### src/rtl/fir_param_filter.sv
// Parametrised direct-form FIR with a valid/ready sample path and a counted serial coefficient load.
// Optional FIR_PARAM_SAT_EN: saturate the narrowed output instead of two's-complement wrapping.
module fir_param_filter #(
    parameter int DATA_W    = 6,
    parameter int COEF_W    = 2,
    parameter int TAPS      = 8,
    parameter int OUT_W     = 8,
    parameter int OUT_SHIFT = 0
) (
    input  logic                     clk,
    input  logic                     reset_n,
    input  logic signed [DATA_W-1:0] in_data,
    input  logic                     in_valid,
    output logic                     in_ready,
    input  logic                     cfg_start,
    input  logic signed [COEF_W-1:0] coef_in,
    input  logic                     coef_valid,
    output logic                     cfg_done,
    output logic                     busy_cfg,
    output logic signed [OUT_W-1:0]  out_data,
    output logic                     out_valid
);
    localparam int ACC_W  = DATA_W + COEF_W + $clog2(TAPS);
    localparam int WIDE_W = ((ACC_W > OUT_W) ? ACC_W : OUT_W) + 1;
    localparam int CNT_W  = $clog2(TAPS);

    typedef enum logic [1:0] {S_IDLE = 2'd0, S_RUN = 2'd1, S_LOAD = 2'd2} state_t;

    state_t                    state_q;
    logic [CNT_W-1:0]          cnt_q;
    logic signed [COEF_W-1:0]  coef_q [TAPS];
    logic signed [DATA_W-1:0]  buff_q [TAPS];
    logic signed [DATA_W-1:0]  buff_d [TAPS];
    logic signed [OUT_W-1:0]   out_data_q;
    logic                      out_valid_q;
    logic                      cfg_done_q;
    logic                      in_ready_q;
    logic                      busy_cfg_q;
    logic                      accept_s;
    logic signed [ACC_W-1:0]   acc_s;
    logic signed [ACC_W-1:0]   shifted_s;

    function automatic logic signed [OUT_W-1:0] narrow_f(input logic signed [ACC_W-1:0] v);
        logic signed [WIDE_W-1:0] w;
`ifdef FIR_PARAM_SAT_EN
        logic signed [WIDE_W-1:0] max_w;
        logic signed [WIDE_W-1:0] min_w;
        w     = WIDE_W'(v);
        max_w = {{(WIDE_W-OUT_W+1){1'b0}}, {(OUT_W-1){1'b1}}};
        min_w = ~max_w;
        if (w > max_w) begin
            w = max_w;
        end else if (w < min_w) begin
            w = min_w;
        end else begin
            w = w;
        end
`else
        w = WIDE_W'(v);
`endif
        return w[OUT_W-1:0];
    endfunction

    // Accept decision, next delay line and the tap sum over the post-shift line.
    always_comb begin
        accept_s = in_valid && in_ready_q && !cfg_start;
        buff_d   = buff_q;
        if (accept_s) begin
            buff_d[0] = in_data;
            for (int k = 1; k < TAPS; k++) begin
                buff_d[k] = buff_q[k-1];
            end
        end else begin
            buff_d = buff_q;
        end
        acc_s = '0;
        for (int k = 0; k < TAPS; k++) begin
            acc_s = acc_s + ACC_W'(coef_q[k]) * ACC_W'(buff_d[k]);
        end
        shifted_s = acc_s >>> OUT_SHIFT;
    end

    // Control FSM, coefficient shift register, delay line and registered outputs.
    always_ff @(posedge clk or negedge reset_n) begin
        if (!reset_n) begin
            state_q     <= S_IDLE;
            cnt_q       <= '0;
            out_data_q  <= '0;
            out_valid_q <= 1'b0;
            cfg_done_q  <= 1'b0;
            in_ready_q  <= 1'b0;
            busy_cfg_q  <= 1'b0;
            for (int k = 0; k < TAPS; k++) begin
                buff_q[k] <= '0;
                coef_q[k] <= (k % 2 == 0) ? {{(COEF_W-1){1'b0}}, 1'b1} : '0;
            end
        end else begin
            out_valid_q <= 1'b0;
            cfg_done_q  <= 1'b0;
            buff_q      <= buff_d;
            if (accept_s) begin
                out_data_q  <= narrow_f(shifted_s);
                out_valid_q <= 1'b1;
            end
            case (state_q)
                S_IDLE, S_RUN: begin
                    in_ready_q <= 1'b1;
                    busy_cfg_q <= 1'b0;
                    if (cfg_start) begin
                        state_q    <= S_LOAD;
                        cnt_q      <= '0;
                        in_ready_q <= 1'b0;
                        busy_cfg_q <= 1'b1;
                    end else if (accept_s) begin
                        state_q <= S_RUN;
                    end else begin
                        state_q <= S_IDLE;
                    end
                end
                S_LOAD: begin
                    in_ready_q <= 1'b0;
                    busy_cfg_q <= 1'b1;
                    if (cfg_start) begin
                        cnt_q <= '0;
                    end else if (coef_valid) begin
                        coef_q[0] <= coef_in;
                        for (int k = 1; k < TAPS; k++) begin
                            coef_q[k] <= coef_q[k-1];
                        end
                        if (cnt_q == CNT_W'(TAPS - 1)) begin
                            // Fresh coefficients start from an empty history.
                            for (int k = 0; k < TAPS; k++) begin
                                buff_q[k] <= '0;
                            end
                            cnt_q      <= '0;
                            cfg_done_q <= 1'b1;
                            state_q    <= S_IDLE;
                            in_ready_q <= 1'b1;
                            busy_cfg_q <= 1'b0;
                        end else begin
                            cnt_q <= cnt_q + CNT_W'(1);
                        end
                    end
                end
                default: begin
                    state_q    <= S_IDLE;
                    in_ready_q <= 1'b0;
                    busy_cfg_q <= 1'b0;
                end
            endcase
        end
    end

    assign in_ready  = in_ready_q;
    assign busy_cfg  = busy_cfg_q;
    assign cfg_done  = cfg_done_q;
    assign out_data  = out_data_q;
    assign out_valid = out_valid_q;
endmodule
### config.mk
export PLATFORM = sky130hd
export DESIGN_NAME = fir_param_filter
export DESIGN_NICKNAME = d
export VERILOG_FILES = /design/src/rtl/fir_param_filter.sv
export SDC_FILE = /design/constraint.sdc
export NUM_CORES = 1
export LEC_CHECK = 0
export CAP_MARGIN = 20
export CORE_AREA = 2 2 131 82
export DETAILED_ROUTE_END_ITERATION = 12
export DIE_AREA = 0 0 133 84
export HOLD_SLACK_MARGIN = 0.02
export PLACE_DENSITY = 0.83
export SYNTH_ARGS = -nofsm -noshare
export SYNTH_HDL_FRONTEND = slang
export SYNTH_SLANG_ARGS = --single-unit
export TNS_END_PERCENT = 30
### constraint.sdc
create_clock -name clk -period 18.5 [get_ports clk]
set_input_delay 3.7 -clock clk [delete_from_list [all_inputs] [get_ports clk]]
set_output_delay 3.7 -clock clk [all_outputs]
set_load 0.05 [all_outputs]
Word-level counts from Yosys, hierarchy flattened
Cells that the tools add are included.

storage, ports and cells
  register bits = 81
  input port bits = 13
  output and inout bits = 12

cells by class
  $add $sub $neg = 8
  multiply operators = 8
  equality and inequality tests = 8
  multiplexer cells = 28
  bitwise gates (word level) = 1
  reduce and logical (&&, ||, !) cells = 9

operators by type and width
  operator                                              number
  two-way mux 48 bit                                    5
  multiplier 2 x 6 -> 8 bit                             8
  adder 8 bit                                           7
  two-way mux 3 bit                                     4
  two-way mux 1 bit                                     11
  AND reduction 3 bit                                   3
  two-way mux 2 bit                                     4
  inequality test 2 bit (second input constant)         4
  one-hot mux 3 bit (2 select lines)                    1
  one-hot mux 1 bit (2 select lines)                    2
  one-hot mux 2 bit (2 select lines)                    1
  adder 3 x 1 -> 3 bit (second input constant)          1
  equality test 3 bit (second input constant)           1
  inequality test 3 bit (second input constant)         1
  equality test 2 x 1 -> 1 bit (second input constant)  1
  equality test 2 bit (second input constant)           1
  logical AND 1 bit                                     2
  zero test 2 bit                                       1
  nonzero test 2 bit                                    1
  OR reduction 2 bit                                    1
  zero test 1 bit                                       1
  inverter 1 bit                                        1

Depth between registers and ports, before layout
  word-level depth = 11
  depth in mapped cells = 23

Worst setup path before layout
OpenSTA, ideal clock, no wires.

  path type = input -> register
  from = in cfg_start
  to = reg out_data_q[7] (netlist: out_data[7])
  arrival time = 9.252 ns
  data required time = 18.368 ns
  slack = 9.116 ns
  stages on the path = 22
  path buffers = 2
  cell sequence = nand3b_1 buf_4 buf_2 mux2i_1 nand2_1 fa_1 fa_1 inv_1 fa_1 fa_1 inv_1 fa_1 inv_1 fa_1 ha_1 fa_1 a211oi_1 o21bai_1 a21oi_1 xnor3_1 xnor2_1 o21ai_1

between the ends
  cells in the longest elaborated chain, start to end = 11

ends and longest elaborated chain
  item                       line  RTL
  start: declaration         15    input logic cfg_start,
  zero test 1 bit *          66    accept_s = in_valid && in_ready_q && !cfg_start;
  logical AND 1 bit *        66
  two-way mux 48 bit         68    if (accept_s) begin
  multiplier 2 x 6 -> 8 bit  78    acc_s = acc_s + ACC_W'(coef_q[k]) * ACC_W'(buff_d[k]);
  adder 8 bit (7 in a row)   78
  end signal: assignment     102   out_data_q <= narrow_f(shifted_s);
  end: declaration           34    logic signed [OUT_W-1:0] out_data_q;

Mark *: on every way between the ends. The rest lies on a longest branch, timed or not.
A chain may end at the register's enable or synchronous reset.

Final worst setup path
Same ends and word-level chain as after synthesis.

==> out/metrics.yaml <==
cts:
  cts_tree: "done"
  htree_levels: 3
  clockBufferDepth: 2
  cts_resized: 0
  cts_root_buf: "clkbuf_16"
  clk_pin_slew_ns: 0.06
  cts_made_buffers: 9
  hold_buffers: 0
  clk_latency_ns: 0.35
  post-cts-setup-buffers: 0
  cts_sinks: 81
setup_path:
  crit_path_end: "out_data[7]$_DFFE_PN0P_"
  cp-start-kind: "input port"
  r2r-end: "out_data[7]$_DFFE_PN0P_"
  r2r_setup_slack_ns: 11.62
  crit_fanout: 63
  critPathCaptureType: "flip-flop"
  cp_data_arrival_time_ns: 10.66
  reg2reg_from: "in_ready$_DFF_PN0_"
  reg2reg_depth: 21
  path_class: "input port to flip-flop"
  startpoint: "cfg_start"
  crit_required_ns: 18.69
placement:
  numPortBuffers: 24
  place_congestion: 0.857
  placed_area_mm2: 0.00665
  dp_hpwl_mm: 9.65
timing:
  final_max_slew_viol_count: 0
  slew_headroom_pct: 34.0
  whs_ns: 0.476
  fmax_ghz: 0.0955
  setup_viol: 0
  worst_slew_pin_slew_ns: 0.990
  min_period_over_period_pct: 56.6
  period_minus_slack_ns: 10.47
  rsz0062_at_grt: "false"
  tns_ns: 0
  final.setup_skew_ns: 0.00487
  finalHoldViolCount: 0
logic_synthesis:
  synth_seq_area_share_pct: 32.3
  syn_nets: 701
  syn_avg_cell_area_um2: 10.9
  ys_ff_latch: 81
  syn_area_mm2: 0.00630
  synth_cells: 579
  yosysWarnings: 0
  ys_types: 30
routing:
  routed-via-count: 4016
  drt-total-wl_mm: 12.6
  wire_per_inst_um: 16.9
  viasPerCell: 5.40
  drtAntennaViolNets: 0
  drtIter0Drc: 271
  drc: 0
  dr.pass1.iters: 4
cells_and_area:
  final_core_util_pct: 68.9
  final_nets: 722
  syn_to_final_growth_pct: 10.7
  stdcell_area_mm2: 0.00697
  final_cell_mix: "fa_1, inv_1, dfrtp_1"
  layout.cells.most_common: "fa_1"
  drive_above_1_share_pct: 6.12
  num_antenna_cells: 0
global_routing:
  grt_pass1_wl_mm: 21.7
  grt_pass1_vias: 4420
  grt_use_total_pct: 25.3
  grt_overflow_total: 0
  grt_max_degree: 82
  antenna_found_initial: 0
die:
  io_pins: 25
  die_y_um: 84
  fp.coreArea_mm2: 0.0101
  rows: 29
  start_util_pct: 62.2
  die_w_um: 133
  dieArea_mm2: 0.0112
status:
  status: "finished, final reports clean"
hold_path:
  hold_start: "out_data[2]$_DFFE_PN0P_"
  hp-class: "flip-flop to flip-flop"
flow_run:
  drv_cap: 0
-- per-stage QoR --
step	worst slack [ns]	std cells
floorplan	9.12	579
global placement	7.89	727
detailed placement	7.74	727
CTS	8.06	743
global route	7.68	744
finish	8.03	744
-- critical path, cell delays in order --
cell and delay [ns]:
clkdlybuf4s50_1 0.56, nand3b_1 0.14, buf_4 0.75, mux2i_1 0.42
nand2b_1 0.17, fa_1 0.43, fa_1 0.49, inv_1 0.05
fa_1 0.48, fa_1 0.54, inv_1 0.05, fa_1 0.48
inv_1 0.05, fa_1 0.44, ha_1 0.23, fa_1 0.49
a211oi_1 0.27, o21bai_1 0.10, a21oi_1 0.19, xnor3_1 0.34
xnor2_1 0.15, o21ai_1 0.07
-- synth_stat cells --
library cell  number  area share [%]
xnor2_1           20             2.8
and2_1            17             1.7
o21ai_0           10            0.79
o21bai_1           3            0.36
clkbuf_1          10            0.60
o21ai_1            1           0.079
dfstp_2            4             1.7
nand3b_1           2            0.24
mux2i_1           47             7.5
fa_1              87              28
nor3b_1            1            0.12
nor2b_2            1            0.14
buf_4              1            0.12
a21o_1             2            0.24
buf_2              5            0.40
a21oi_1            8            0.64
a22o_1             5            0.70
mux2_2            12             2.1
nand2_1           53             3.2
inv_1             85             5.1
and3_1             1           0.099
nor2_1            52             3.1
xor2_1             3            0.42
nor2b_1           21             2.1
xnor3_1            1            0.36
dfrtp_1           77              31
mux2i_2            1            0.22
a211oi_1           1            0.12
ha_1              22             4.4
nand2b_1          26             2.6
-- logic make-up (layout without fill, tap and decap cells) --
| kind of cell | Yosys count | in the layout | synth area share, % |
|---|---|---|---|
| and+or+nand+nor | 174 | 174 | 13.2 |
| adders and majority gates | 109 | 109 | 32.0 |
| buffers and inverters | 101 | 127 | 6.18 |
| DFF | 81 | 81 | 32.3 |
| muxes | 60 | 60 | 9.84 |
| AOI/OAI and AO/OA | 30 | 30 | 2.92 |
| xor gates and xnor gates | 24 | 24 | 3.56 |
-- layer usage --
metal / track usage, % / vias to the layer above / wire length [um]
met5: 0 / - / 0
met2: 40.0 / 108 / 5960
li1: - / 1818 / -
met4: 6.84 / 0 / 156
met3: 5.46 / 17 / 642
met1: 35.9 / 2073 / 5820
-- final cells by class --
class | instances | area (um^2)
clock inverter | 5 | 62.6
tap | 139 | 174
multi-input combinational | 397 | 3880
fill | 717 | 3150
clock buffer | 11 | 243
sequential | 81 | 2030
timing repair buffer | 26 | 265
inverter | 85 | 319
-- worst min-delay path by stage --
stage | endpoint | slack (ns) | depth (start not counted)
2_1_floorplan | cnt_q[1]$_DFFE_PN0P_ | 0.49 | 1
3_3_place_gp | out_data[0]$_DFFE_PN0P_ | 0.46 | 2
3_5_place_dp | out_data[2]$_DFFE_PN0P_ | 0.46 | 2
4_1_cts | out_data[2]$_DFFE_PN0P_ | 0.48 | 2
5_1_grt | out_data[1]$_DFFE_PN0P_ | 0.51 | 2
6_report | out_data[2]$_DFFE_PN0P_ | 0.48 | 2
-- state kept, by name, summed over array words and instances (netlist names) --
signal	count
out_data	8
cfg_done	1
coef_q	16
busy_cfg	1
buff_q	48
cnt_q	3
out_valid	1
in_ready	1
state_q	2
Power is not shown: default switching activity piles up to over one toggle a cycle in this logic, so the estimate is an artifact.
